$ cat src/rtl/video_pkg.sv
// -----------------------------------------------------------------------------
// video_pkg
// Shared constants and helpers for the VGA raster timing block.
//   - Default 640x480@60 timing values (pixels / lines)
//   - SYNC_POL encodings (active-low / active-high)
//   - counter_width(): width of a signed counter able to span -blank..active-1
// No ports (package).
// -----------------------------------------------------------------------------
package video_pkg;

   // Default horizontal timing (pixels)
   localparam int DEF_HACTIVE = 640;
   localparam int DEF_HFRONT  = 16;
   localparam int DEF_HSYNC   = 96;
   localparam int DEF_HBACK   = 48;

   // Default vertical timing (lines)
   localparam int DEF_VACTIVE = 480;
   localparam int DEF_VFRONT  = 10;
   localparam int DEF_VSYNC   = 2;
   localparam int DEF_VBACK   = 33;

   // Sync polarity encodings
   localparam int SYNC_POL_LOW  = 0;
   localparam int SYNC_POL_HIGH = 1;

   // A signed counter covering a full period of 'total' needs one bit more than
   // the unsigned count, so both -blank and active-1 fit.
   function automatic int counter_width(input int total);
      return $clog2(total) + 1;
   endfunction

endpackage

$ cat src/rtl/timing_axis.sv
// -----------------------------------------------------------------------------
// timing_axis
// One raster axis (horizontal or vertical): a signed position counter running
// -(FRONT+SYNC+BACK) .. ACTIVE-1, advancing when 'step' is high, plus a
// registered sync decode aligned with the counter.
// Ports:
//   clk        in   clock
//   reset      in   synchronous active-high reset (counter -> first porch value)
//   step       in   advance the counter this cycle
//   count      out  registered signed position
//   count_next out  value count will take on the next edge (for aligned decodes)
//   wrap       out  high when this cycle's step wraps the counter
//   sync       out  registered sync, polarity per SYNC_POL
// -----------------------------------------------------------------------------
module timing_axis
   import video_pkg::*;
#(
   parameter int ACTIVE   = DEF_HACTIVE,
   parameter int FRONT    = DEF_HFRONT,
   parameter int SYNC     = DEF_HSYNC,
   parameter int BACK     = DEF_HBACK,
   parameter int SYNC_POL = SYNC_POL_LOW,
   parameter int WIDTH    = counter_width(ACTIVE + FRONT + SYNC + BACK)
) (
   input  logic                    clk,
   input  logic                    reset,
   input  logic                    step,
   output logic signed [WIDTH-1:0] count,
   output logic signed [WIDTH-1:0] count_next,
   output logic                    wrap,
   output logic                    sync
);

   localparam int BLANK = FRONT + SYNC + BACK;

   localparam logic signed [WIDTH-1:0] FIRST      = WIDTH'(-BLANK);
   localparam logic signed [WIDTH-1:0] LAST       = WIDTH'(ACTIVE - 1);
   localparam logic signed [WIDTH-1:0] SYNC_FIRST = WIDTH'(-(SYNC + BACK));
   localparam logic signed [WIDTH-1:0] SYNC_LAST  = WIDTH'(-BACK - 1);

   localparam logic SYNC_ON       = (SYNC_POL == SYNC_POL_HIGH);
   // The first porch position is inside the sync window only with no front porch.
   localparam logic SYNC_AT_FIRST = (FRONT == 0) ? SYNC_ON : !SYNC_ON;

   logic signed [WIDTH-1:0] count_reg;
   logic                    sync_reg;
   logic                    sync_next;

   always_comb begin
      wrap       = step && (count_reg == LAST);
      count_next = count_reg;
      if (wrap) begin
         count_next = FIRST;
      end else if (step) begin
         count_next = count_reg + WIDTH'(1);
      end
      // Decode from the next value so the registered sync lines up with count.
      if ((count_next >= SYNC_FIRST) && (count_next <= SYNC_LAST)) begin
         sync_next = SYNC_ON;
      end else begin
         sync_next = !SYNC_ON;
      end
   end

   always_ff @(posedge clk) begin
      if (reset) begin
         count_reg <= FIRST;
         sync_reg  <= SYNC_AT_FIRST;
      end else begin
         count_reg <= count_next;
         sync_reg  <= sync_next;
      end
   end

   assign count = count_reg;
   assign sync  = sync_reg;

endmodule

$ cat src/rtl/video_timing.sv
// -----------------------------------------------------------------------------
// video_timing
// VGA raster generator: signed H/V position counters (active region is where
// both are non-negative), sync, blanking, line/frame pulses, and a frame-based
// animation time with a power-of-two frame prescaler.
// Ports:
//   clk          in   pixel clock
//   reset        in   synchronous active-high reset
//   time_enable  in   allow cur_time to advance
//   time_div     in   advance cur_time once every 2^time_div frames
//   counter_h    out  signed horizontal position, -HBLANK..HACTIVE-1
//   counter_v    out  signed vertical position, -VBLANK..VACTIVE-1
//   hsync/vsync  out  sync outputs, polarity per SYNC_POL
//   blank        out  high when either counter is negative
//   new_line     out  pulse at counter_h == -HBLANK
//   new_frame    out  pulse at the first pixel of a frame
//   cur_time     out  8-bit animation time
// All outputs are registered and aligned with the counters.
// -----------------------------------------------------------------------------
module video_timing
   import video_pkg::*;
#(
   parameter int HACTIVE  = DEF_HACTIVE,
   parameter int HFRONT   = DEF_HFRONT,
   parameter int HSYNC    = DEF_HSYNC,
   parameter int HBACK    = DEF_HBACK,
   parameter int VACTIVE  = DEF_VACTIVE,
   parameter int VFRONT   = DEF_VFRONT,
   parameter int VSYNC    = DEF_VSYNC,
   parameter int VBACK    = DEF_VBACK,
   parameter int SYNC_POL = SYNC_POL_LOW,
   localparam int HTOTAL  = HACTIVE + HFRONT + HSYNC + HBACK,
   localparam int VTOTAL  = VACTIVE + VFRONT + VSYNC + VBACK,
   localparam int HBLANK  = HTOTAL - HACTIVE,
   localparam int VBLANK  = VTOTAL - VACTIVE,
   localparam int HW      = counter_width(HTOTAL),
   localparam int VW      = counter_width(VTOTAL)
) (
   input  logic                 clk,
   input  logic                 reset,
   input  logic                 time_enable,
   input  logic [1:0]           time_div,
   output logic signed [HW-1:0] counter_h,
   output logic signed [VW-1:0] counter_v,
   output logic                 hsync,
   output logic                 vsync,
   output logic                 blank,
   output logic                 new_line,
   output logic                 new_frame,
   output logic [7:0]           cur_time
);

   localparam logic signed [HW-1:0] H_FIRST = HW'(-HBLANK);
   localparam logic signed [VW-1:0] V_FIRST = VW'(-VBLANK);

   logic signed [HW-1:0] h_next;
   logic signed [VW-1:0] v_next;
   logic                 h_wrap;
   logic                 v_wrap;
   logic                 frame_wrap;

   logic                 blank_reg;
   logic                 new_line_reg;
   logic                 new_frame_reg;
   logic [7:0]           cur_time_reg;
   logic [7:0]           cur_time_next;
   logic [2:0]           presc_reg;
   logic [2:0]           presc_next;
   logic [2:0]           presc_limit;

   timing_axis #(
      .ACTIVE   (HACTIVE),
      .FRONT    (HFRONT),
      .SYNC     (HSYNC),
      .BACK     (HBACK),
      .SYNC_POL (SYNC_POL),
      .WIDTH    (HW)
   ) u_h_axis (
      .clk        (clk),
      .reset      (reset),
      .step       (1'b1),
      .count      (counter_h),
      .count_next (h_next),
      .wrap       (h_wrap),
      .sync       (hsync)
   );

   // The vertical axis advances once per line, on the horizontal wrap.
   timing_axis #(
      .ACTIVE   (VACTIVE),
      .FRONT    (VFRONT),
      .SYNC     (VSYNC),
      .BACK     (VBACK),
      .SYNC_POL (SYNC_POL),
      .WIDTH    (VW)
   ) u_v_axis (
      .clk        (clk),
      .reset      (reset),
      .step       (h_wrap),
      .count      (counter_v),
      .count_next (v_next),
      .wrap       (v_wrap),
      .sync       (vsync)
   );

   // v_wrap already implies h_wrap, but keep the intent explicit.
   assign frame_wrap = h_wrap && v_wrap;

   always_comb begin
      // 2^time_div - 1; computed in 4 bits so time_div = 3 yields 7.
      presc_limit   = 3'((4'd1 << time_div) - 4'd1);
      cur_time_next = cur_time_reg;
      presc_next    = presc_reg;
      if (frame_wrap && time_enable) begin
         if (presc_reg >= presc_limit) begin
            cur_time_next = cur_time_reg + 8'd1;
            presc_next    = 3'd0;
         end else begin
            presc_next = presc_reg + 3'd1;
         end
      end
   end

   always_ff @(posedge clk) begin
      if (reset) begin
         blank_reg     <= 1'b1;
         new_line_reg  <= 1'b1;
         new_frame_reg <= 1'b1;
         cur_time_reg  <= 8'd0;
         presc_reg     <= 3'd0;
      end else begin
         // Decoded from the next counter values so they align with the counters.
         blank_reg     <= h_next[HW-1] | v_next[VW-1];
         new_line_reg  <= (h_next == H_FIRST);
         new_frame_reg <= (h_next == H_FIRST) && (v_next == V_FIRST);
         cur_time_reg  <= cur_time_next;
         presc_reg     <= presc_next;
      end
   end

   assign blank     = blank_reg;
   assign new_line  = new_line_reg;
   assign new_frame = new_frame_reg;
   assign cur_time  = cur_time_reg;

endmodule

$ cat config.mk
export PLATFORM = sky130hd
export DESIGN_NAME = video_timing
export DESIGN_NICKNAME = d
export VERILOG_FILES = /design/src/rtl/video_pkg.sv /design/src/rtl/timing_axis.sv /design/src/rtl/video_timing.sv
export SDC_FILE = /design/constraint.sdc
export NUM_CORES = 1
export LEC_CHECK = 0
export CAP_MARGIN = 20
export CORE_UTILIZATION = 40
export DETAILED_ROUTE_END_ITERATION = 7
export PLACE_DENSITY = 0.65
export SLEW_MARGIN = 20
export SYNTH_ARGS = -nofsm -noshare
export SYNTH_HDL_FRONTEND = slang
export SYNTH_HIERARCHICAL = 1
export SYNTH_SLANG_ARGS = --single-unit
$ cat constraint.sdc
create_clock -name clk -period 3.6 [get_ports clk]
set_input_delay 1.08 -clock clk [delete_from_list [all_inputs] [get_ports clk]]
set_output_delay 1.08 -clock clk [all_outputs]
set_load 0.02 [all_outputs]
== Word-level counts from Yosys, hierarchy flattened ==
Index checks and enable logic that the tools add are counted.

* Reduce and logical (&&, ||, !) cells: 7
* Shift-type cells: 1
* Magnitude comparators: 5
* $add $sub $neg: 5
* Multiplexer cells: 6
* Bitwise gates (word level): 1
* Equal/unequal tests: 4

{| class="wikitable"
|+ Operators with widths
! kind !! number
|-
| $mux 11 || 3
|-
| $add 11x2->11 const B || 2
|-
| $le 11x7->1 const B || 2
|-
| $eq 11x10->1 const B || 1
|-
| $eq 11x11->1 const B || 1
|-
| $eq 11x7->1 const B || 1
|-
| $eq 11x9->1 const B || 1
|-
| $ge 11x7->1 const B || 1
|-
| $ge 11x9->1 const B || 1
|-
| $add 8x1->8 const B || 1
|-
| $logic_and 1x1->1 || 6
|-
| $add 3x1->3 const B || 1
|-
| $ge 3x3->1 || 1
|-
| $mux 3 || 1
|-
| $shl 1x2->3 const A || 1
|-
| $sub 3x1->3 const B || 1
|-
| $mux 1 || 2
|-
| $reduce_and 2->1 || 1
|-
| $or 1x1->1 || 1
|}

* Logic and storage cells: 38
* Output and inout port bits: 35
* Input port bits: 5
* Register bits after elaboration: 38

== Depth between registers and ports, before layout ==
Gate-level depths: netlist of run 1.

* Depth in word-level cells: 6
* Mapped depth: 14
* Depth with buffers taken out: 13

== Hierarchy ==
The synthesis of run 1 kept the hierarchy.

{| class="wikitable"
|+ By module, submodules not included
! module !! times used !! sequential area each (um^2) !! area each (um^2) !! cells an instance
|-
| timing_axis (u_v_axis) || 1 || 240.2 || 945.9 || 121
|-
| video_timing || 1 || 280.3 || 768.2 || 89
|-
| timing_axis (u_h_axis) || 1 || 240.2 || 679.4 || 81
|}

== Least setup slack after synthesis of run 1 ==
No wires, ideal clock.

* Kind: register -> register
* Start point: register u_h_axis.count_reg[0] (netlist: u_h_axis/count[0])
* End point: register cur_time_reg[7] (netlist: cur_time[7])
* Data required time: 3.479 ns
* Stages on the path, launching flop included: 14
* Arrival: 2.966 ns
* Setup slack: 0.513 ns
* Buffers on the path: 1
* Setup time: 0.121 ns
* Clock period less this slack: 3.087 ns
* Cells stage by stage: dfxtp_1 > ha_1 > and3_4 > nand2b_4 > nor2_2 > buf_2 > nand3_1 > nor2_1 > nand4_1 > inv_1 > and3_1 > nand3_1 > nor3_1 > mux2_2

* Longest elaborated chain between the ends: 5

{| class="wikitable"
|+ Ends and longest elaborated chain
! item !! RTL line !! text
|-
| from (decl) || timing_axis.sv:45 || <nowiki>logic signed [WIDTH-1:0] count_reg;</nowiki>
|-
| from (signal assigned) || timing_axis.sv:70 || <nowiki>count_reg <= count_next;</nowiki>
|-
| $eq 11x11->1 || timing_axis.sv:50 || <nowiki>wrap = step && (count_reg == LAST);</nowiki>
|-
| named net h_wrap || video_timing.sv:58 || <nowiki>logic h_wrap;</nowiki>
|-
| $logic_and 1x1->1 || timing_axis.sv:50 ||
|-
| named net v_wrap || video_timing.sv:59 || <nowiki>logic v_wrap;</nowiki>
|-
| $logic_and 1x1->1 || video_timing.sv:107 || <nowiki>assign frame_wrap = h_wrap && v_wrap;</nowiki>
|-
| $logic_and 1x1->1 || video_timing.sv:114 || <nowiki>if (frame_wrap && time_enable) begin</nowiki>
|-
| $reduce_and 2->1 (no source line) || n/a ||
|-
| to (signal assigned) || video_timing.sv:136 || <nowiki>cur_time_reg <= cur_time_next;</nowiki>
|-
| to (decl) || video_timing.sv:65 || <nowiki>logic [7:0] cur_time_reg;</nowiki>
|}

The timed path passes the listed nets, and every way through them passes these cells.
A chain may end at the register's enable or synchronous reset.

== Final worst setup path of run 1 ==
* Start point: register u_h_axis.count_reg[0] (netlist: u_h_axis/count[0])
* End point: register cur_time_reg[6] (netlist: cur_time[6])

The elaborated chain is that of the path after synthesis.

==> qor.json, run 1 <==
{
  "async_reset_ff_share_pct": 0,
  "crit_path_frequent_cell": "sky130_fd_sc_hd__nand3_1",
  "timing.reg2reg.setup_slack_ns": 0.52,
  "period_share_pct": 85.7,
  "tns_ns": 0,
  "cp_data_required_time_ns": 3.82,
  "power.share.sequential_pct": 54.8,
  "finalHoldViolCount": 0,
  "post_route_cells_drive_above_1_share_pct": 11.4,
  "n_fill_cell": 551,
  "total_leakage_power_nw": 1.11,
  "setup.worst_path.class": "reg2reg",
  "hold_crit_class": "reg2reg",
  "multi_input_area_um2": 1530,
  "post_cts_resize_count": 0,
  "wire_per_inst_um": 13.5,
  "hold_path.startpoint": "presc_reg[1]",
  "commonest_register_cell_after_synthesis": "sky130_fd_sc_hd__dfxtp_1",
  "grtUsageMet3_pct": 4.14,
  "power.combinational.fraction_pct": 7.1,
  "dpl.hpwl_um": 3950,
  "synth.yosys.seq_area_share_pct": 31.8,
  "cell_area_power_density_nw_per_um2": 268,
  "initial_core_util_pct": 42.4,
  "synth-edff-count": 0,
  "maxCapViolations": 0,
  "rsz0062_at_grt": "false",
  "globalRoute.busiestLayer": "met2",
  "yosys.cell_types.count": 63,
  "cts_root_buffer": "sky130_fd_sc_hd__clkbuf_8",
  "worst_ir_drop_vdd_v": 0.000131,
  "setup.worst_path.start_class": "register",
  "postSynthCellCount": 291,
  "grt_pass1_wl_um": 9450,
  "layout_skew_ns": 0.00530,
  "areaGrowthSynthToFinish_pct": 22.6,
  "route.final.wire_length_um": 5450,
  "final_antenna_net_count": 0,
  "cts-buffers-inserted": 5,
  "outcome": "finished clean",
  "switching_power_mw": 0.180,
  "first_global_vias": 2002,
  "floorplan.die_area_um2": 6300,
  "setup_violations": 0,
  "detailed_place.area_um2": 2840,
  "timing.critical_path.from": "u_h_axis/count[0]",
  "reg2reg_depth": 11,
  "cts.reportedPaths.clkPinSlew_ns": 0.08,
  "layout_commonest_cell": "sky130_fd_sc_hd__clkdlybuf4s50_1",
  "drt_iter0_drc": 106,
  "num_io_pins": 40,
  "preCtsSetupSlack_ns": 0.311,
  "viasPerCell": 5.46,
  "buffer_count_from_post_cts_setup_fixing": 0,
  "crit_end": "cur_time[6]",
  "dieHeight_um": 79.4,
  "critical-path-slowest-cell": "sky130_fd_sc_hd__or4_1",
  "cp_num_cells": 11,
  "die_w_um": 79.4,
  "initial_antenna_violation_count": 0,
  "crit_path_max_incr_delay_ns": 0.60,
  "route.detailed.drc": 0,
  "core_area_um2": 5640,
  "cp.buffers_inverters": 1,
  "sequential_cell_area_um2": 761,
  "global_route.overflow_total": 0,
  "portBuffers": 39,
  "cts.htree.levels": 2,
  "post-route-cell-area_um2": 2940,
  "synth.avg_cell_area_um2": 8.23,
  "num_antenna_cells": 0,
  "timing.max_slew.rel_slack_pct": 61.7,
  "critical_path.cell_chain": "ha_1 > and3_4 > nand2b_4 > nor2_2 > nand3_1 > nor2_1 > nand4_1 > inv_1 > nand3_1 > or4_1 > a21oi_1",
  "clock_insertion_delay_worst_skew_ns": 0.29,
  "timing.final.crit_period_ns": 3.08,
  "timing_worst_slew_pin_value_ns": 0.573,
  "tot_gr_track_use_pct": 19.0,
  "worstPathArrival_ns": 3.31,
  "num_vias": 2212,
  "synthesis.yosys.warnings": 6,
  "place_congestion": 0.852,
  "m2_gr_usage_pct": 29.9,
  "layout_common_cells": "sky130_fd_sc_hd__clkdlybuf4s50_1, sky130_fd_sc_hd__dfxtp_1, sky130_fd_sc_hd__nand2_1, sky130_fd_sc_hd__nor2_1",
  "worstReg2RegEnd": "cur_time[6]",
  "drtPass1Iterations": 4,
  "p_int_mw": 0.606,
  "ctsHoldBuffers": 0,
  "clkSinkCount": 38,
  "syn-cell-area_um2": 2390,
  "pwr-share-clk_pct": 38.2,
  "critPathTopFamily": "simple AND/OR/NAND/NOR gates",
  "setup_ws_ns": 0.515,
  "maxClockFrequency_mhz": 324,
  "synth_seq_cells": 38,
  "max_slew_violation_total_from_the_final_report": 0,
  "layout.nets": 344,
  "grt_use_met1_pct": 25.7,
  "cts_tree": "done",
  "setup.worst_path.end_class": "register",
  "p_sw_share_pct": 22.9,
  "cp_max_fanout": 16,
  "floorplan.rows": 27,
  "cts_max_path_buffers": 2,
  "timing.rr.start": "u_h_axis/count[0]",
  "grt_max_degree": 22
}
-- worst min-delay path, stage by stage (launching register included) --
cell and delay [ns]:
sky130_fd_sc_hd__dfxtp_1 0.33, sky130_fd_sc_hd__nand2_1 0.06, sky130_fd_sc_hd__a21oi_1 0.05
-- power groups by stage --
stage          logic [mW]  registers [mW]  clock network (mW)
6_report           0.0554           0.431               0.300
5_1_grt            0.0610           0.431               0.331
4_1_cts            0.0559           0.430               0.311
3_5_place_dp       0.0558           0.440                   0
3_3_place_gp       0.0544           0.441                   0
2_1_floorplan      0.0258           0.447                   0
-- Yosys cell counts (2+ instances only) --
cell type                  count  area (µm²)
sky130_fd_sc_hd__ha_1          7        87.6
sky130_fd_sc_hd__mux2_2        2        22.5
sky130_fd_sc_hd__nand2b_1      6        37.5
sky130_fd_sc_hd__nor2b_1       4        25.0
sky130_fd_sc_hd__a31o_2        3        26.3
sky130_fd_sc_hd__a21oi_1      13        65.1
sky130_fd_sc_hd__buf_4         3        22.5
sky130_fd_sc_hd__inv_1        10        37.5
sky130_fd_sc_hd__o311ai_0      2        17.5
sky130_fd_sc_hd__o211ai_1      2        15.0
sky130_fd_sc_hd__nand3_1      13        65.1
sky130_fd_sc_hd__o22ai_1       2        12.5
sky130_fd_sc_hd__or3_1         3        18.8
sky130_fd_sc_hd__nand4b_1      2        17.5
sky130_fd_sc_hd__nor4b_1       5        43.8
sky130_fd_sc_hd__or2_1         3        18.8
sky130_fd_sc_hd__dfxtp_1      38         761
sky130_fd_sc_hd__o21ai_0       6        30.0
sky130_fd_sc_hd__xnor2_1       9        78.8
sky130_fd_sc_hd__and3_1        3        18.8
sky130_fd_sc_hd__xor2_1        6        52.6
sky130_fd_sc_hd__nor2_1       27         101
sky130_fd_sc_hd__nor3_1       11        55.1
sky130_fd_sc_hd__a31oi_1       3        18.8
sky130_fd_sc_hd__nand4_2       2        25.0
sky130_fd_sc_hd__mux2i_1       4        40.0
sky130_fd_sc_hd__and3_4        3        33.8
sky130_fd_sc_hd__or4_1         5        37.5
sky130_fd_sc_hd__o31ai_1       5        37.5
sky130_fd_sc_hd__nor3b_1       3        22.5
sky130_fd_sc_hd__a21o_1        3        22.5
sky130_fd_sc_hd__nand2_1      29         109
sky130_fd_sc_hd__and2_1        2        12.5
sky130_fd_sc_hd__nand3b_1      3        22.5
sky130_fd_sc_hd__o21a_1        4        30.0
sky130_fd_sc_hd__clkbuf_1      5        18.8
sky130_fd_sc_hd__or2_2         4        25.0
sky130_fd_sc_hd__buf_2         5        25.0
sky130_fd_sc_hd__nand4_1       7        43.8
-- final cells by class --
| cell class | count | share of cell area, % |
|---|---|---|
| tap | 72 | 3.07 |
| timing repair buffer | 44 | 14.6 |
| sequential | 38 | 25.9 |
| inverter | 10 | 1.28 |
| clock inverter | 1 | 0.171 |
| multi-input combinational | 233 | 52.0 |
| clock buffer | 7 | 2.94 |
-- cells by family after synthesis --
kind of cell,Yosys count,share of synthesized area (%)
and+or+nand+nor,144,34.2
other,1,0.157
AOI/OAI and AO/OA,55,16.9
buffers and inverters,25,5.18
DFF,38,31.8
adders and majority gates,7,3.66
muxes,6,2.61
xor gates and xnor gates,15,5.49
-- metrics by stage --
step	utilization, %	total power, mW	std cells	hold slack, ns
CTS	52.0	0.797	405	0.500
floorplan	-	0.472	296	0.453
finish	52.0	0.786	405	0.490
global placement	50.4	0.495	397	0.480
detailed placement	50.4	0.496	397	0.489
global route	52.0	0.822	405	0.512
-- worst min-delay path by stage --
stage	slack, ns	end	cells after the start
final	0.49	presc_reg[1]	2
after global routing	0.51	presc_reg[1]	2
after CTS	0.50	presc_reg[1]	2
after detailed placement	0.49	presc_reg[1]	2
after global placement	0.48	presc_reg[1]	2
after floorplan	0.45	presc_reg[1]	2
-- routing by layer --
metal  routed length, µm  vias to the layer above
li1                    -                     1134
met1                2810                     1032
met2                2420                       41
met3                 161                        5
met4                  63                        0
met5                   0                        -
Note: power is estimated with default switching activity, not from simulation.
==> run 2: changes to the inputs <==
==> constraint.sdc (replaced) <==
create_clock -name clk -period 3.2 [get_ports clk]
set_input_delay 0.96 -clock clk [delete_from_list [all_inputs] [get_ports clk]]
set_output_delay 0.96 -clock clk [all_outputs]
set_load 0.02 [all_outputs]
==> qor.json, run 2 (synthesis gave the netlist of run 1 again) <==
{
  "outcome": "finished clean",
  "grt_pass1_wl": {"value": 9580, "unit": "µm", "change": "+1.3%"},
  "maxCapViolations": {"value": 0, "change": "unchanged"},
  "drtPass1Iterations": {"value": 4, "change": "unchanged"},
  "setup.worst_path.end_class": "register",
  "clock_insertion_delay_worst_skew": {"value": 0.28, "unit": "ns", "change": "about the same"},
  "layout_common_cells": "sky130_fd_sc_hd__clkdlybuf4s50_1, sky130_fd_sc_hd__dfxtp_1, sky130_fd_sc_hd__nand2_1, sky130_fd_sc_hd__nor2_1, sky130_fd_sc_hd__a21oi_1",
  "postLayoutCoreUtil": {"value": 52.8, "unit": "%", "change": "+0.75 points"},
  "cp_data_required_time": {"value": 3.37, "unit": "ns", "change": "-0.45 ns"},
  "global_route.overflow_total": {"value": 0, "change": "unchanged"},
  "cts_tree": "done",
  "route.final.wire_length": {"value": 5450, "unit": "µm", "change": "about the same"},
  "route.detailed.drc": {"value": 0, "change": "unchanged"},
  "rsz0062_at_grt": "false",
  "critical_path.cell_chain": "ha_1 > and3_4 > nand2b_4 > nor2_2 > nand3_1 > nor2_1 > nand4_1 > inv_2 > and3_1 > nand3_1 > nor3_1 > mux2_2",
  "timing.reg2reg.setup_slack": {"value": 0.30, "unit": "ns", "change": "-0.21 ns"},
  "floorplan.rows": {"value": 27, "change": "unchanged"},
  "total_leakage_power": {"value": 1.13, "unit": "nW", "change": "+1.5%"},
  "cts.reportedPaths.clkPinSlew": {"value": 0.07, "unit": "ns", "change": "about the same"},
  "cell_area_power_density": {"value": 315, "unit": "nW/µm²", "change": "+18%"},
  "ctsHoldBuffers": {"value": 0, "change": "unchanged"},
  "portBuffers": {"value": 39, "change": "unchanged"},
  "post_route_cells_drive_above_1_share": {"value": 12.5, "unit": "%", "change": "+1.1 points"},
  "cts_max_path_buffers": {"value": 2, "change": "unchanged"},
  "cts.htree.levels": {"value": 2, "change": "unchanged"},
  "critical-path-slowest-cell": "sky130_fd_sc_hd__dfxtp_1",
  "layout_commonest_cell": "sky130_fd_sc_hd__clkdlybuf4s50_1",
  "period_share": {"value": 90.6, "unit": "%", "change": "+4.9 points"},
  "setup.worst_path.class": "reg2reg",
  "timing.final.crit_period": {"value": 2.90, "unit": "ns", "change": "-0.187 ns"},
  "finalHoldViolCount": {"value": 0, "change": "unchanged"},
  "drt_iter0_drc": {"value": 131, "change": "+24%"},
  "setup_violations": {"value": 0, "change": "unchanged"},
  "num_antenna_cells": {"value": 0, "change": "unchanged"},
  "setup.worst_path.start_class": "register",
  "crit_path_frequent_cell": "sky130_fd_sc_hd__nand3_1",
  "first_global_vias": {"value": 2035, "change": "+1.6%"},
  "cts_root_buffer": "sky130_fd_sc_hd__clkbuf_8",
  "cts-buffers-inserted": {"value": 5, "change": "unchanged"},
  "crit_path_max_incr_delay": {"value": 0.43, "unit": "ns", "change": "-0.17 ns"},
  "tot_gr_track_use": {"value": 19.0, "unit": "%", "change": "about the same"},
  "buffer_count_from_post_cts_setup_fixing": {"value": 0, "change": "unchanged"},
  "viasPerCell": {"value": 5.41, "change": "-1.0%"},
  "initial_antenna_violation_count": {"value": 0, "change": "unchanged"},
  "worstPathArrival": {"value": 3.07, "unit": "ns", "change": "-0.24 ns"},
  "core_area": {"value": 5640, "unit": "µm²", "change": "unchanged"},
  "reg2reg_depth": {"value": 12, "change": "+1"},
  "initial_core_util": {"value": 42.4, "unit": "%", "change": "unchanged"},
  "whs_path_depth": {"value": 2, "change": "unchanged"},
  "detailed_place.area": {"value": 2870, "unit": "µm²", "change": "+0.79%"},
  "grt_max_degree": {"value": 22, "change": "unchanged"},
  "num_io_pins": {"value": 40, "change": "unchanged"},
  "max_slew_violation_total_from_the_final_report": {"value": 0, "change": "unchanged"},
  "place_congestion": {"value": 0.836, "change": "-1.9%"},
  "worst_ir_drop_vdd": {"value": 0.000178, "unit": "V", "change": "+36%"},
  "tns": {"value": 0, "unit": "ns", "change": "unchanged"},
  "dpl.hpwl": {"value": 4060, "unit": "µm", "change": "+3.0%"},
  "cp_max_fanout": {"value": 7, "change": "-9"},
  "layout_skew": {"value": 0.00930, "unit": "ns", "change": "+0.00400 ns"},
  "areaGrowthSynthToFinish_pct": 24.4,
  "final_antenna_net_count": {"value": 0, "change": "unchanged"},
  "maxClockFrequency": {"value": 345, "unit": "MHz", "change": "+6.4%"},
  "floorplan.die_area": {"value": 6300, "unit": "µm²", "change": "unchanged"},
  "wire_per_inst": {"value": 13.4, "unit": "µm", "change": "-0.83%"},
  "hold_crit_class": "reg2reg",
  "layout.nets": {"value": 347, "change": "+0.87%"},
  "die_w": {"value": 79.4, "unit": "µm", "change": "unchanged"},
  "num_vias": {"value": 2206, "change": "-0.27%"},
  "clkSinkCount": {"value": 38, "change": "unchanged"},
  "post-route-cell-area": {"value": 2980, "unit": "µm²", "change": "+1.4%"},
  "dieHeight": {"value": 79.4, "unit": "µm", "change": "unchanged"}
}
[run 2: cell count changes in the layout (fill, tap and decap cells not counted), sizes merged]
cell    change
buf         +3
clkinv      -1
bufinv      +1
[run 2: power breakdown]
| part | switching [mW] | leakage (nW) | internal (mW) |
|---|---|---|---|
| Combinational | 0.0338 | 0.767 | 0.0311 |
| Sequential | 0.00551 | 0.308 | 0.479 |
| Clock | 0.157 | 0.0524 | 0.233 |
[run 2: critical path: cells and delay by family (launching register included)]
family                   cells  cell delay (ns)
AND/OR/NAND/NOR              9             1.56
multiplexers                 1             0.36
adder cells (fa/ha/maj)      1             0.24
buffers and inverters        1             0.19
flip-flops                   1             0.43
[run 2: cell type report]
class / instances / area, µm²
Fill cell: 556 / 2660
Inverter: 10 / 37.5
Sequential cell: 38 / 761
Clock inverter: 1 / 30.0
Timing Repair Buffer: 47 / 450
Multi-Input combinational cell: 233 / 1530
Tap cell: 72 / 90.1
Clock buffer: 7 / 76.3
[run 2: final timing paths]
kind	startpoint	endpoint
min	presc_reg[1]	presc_reg[1]
min reg2reg	presc_reg[1]	presc_reg[1]
max	u_h_axis/count[0]	cur_time[7]
max reg2reg	u_h_axis/count[0]	cur_time[7]
[run 2: metal layers]
layer	vias to the layer above	share of wire, %	routed length (µm)	GRT usage [%]
li1	1134	-	-	-
met1	1014	49	2660	25.9
met2	53	46	2520	31.0
met3	5	4.1	223	3.10
met4	0	0.90	49	4.91
met5	-	0	0	0
[run 2: per-stage QoR]
step	hold WS, ns	power, mW	std cells	setup slack (ns)
after floorplan	0.453	0.531	296	0.113
after global placement	0.482	0.558	400	0.128
after detailed placement	0.481	0.560	400	0.0662
after CTS	0.492	0.953	408	0.193
after global routing	0.527	0.986	408	0.0233
final	0.485	0.939	408	0.302
[run 2: timing repair]
action	4_1_cts	5_1_grt
endpoints found under the setup margin	0	7
hold endpoints to repair	0	0
resized for setup	0	2
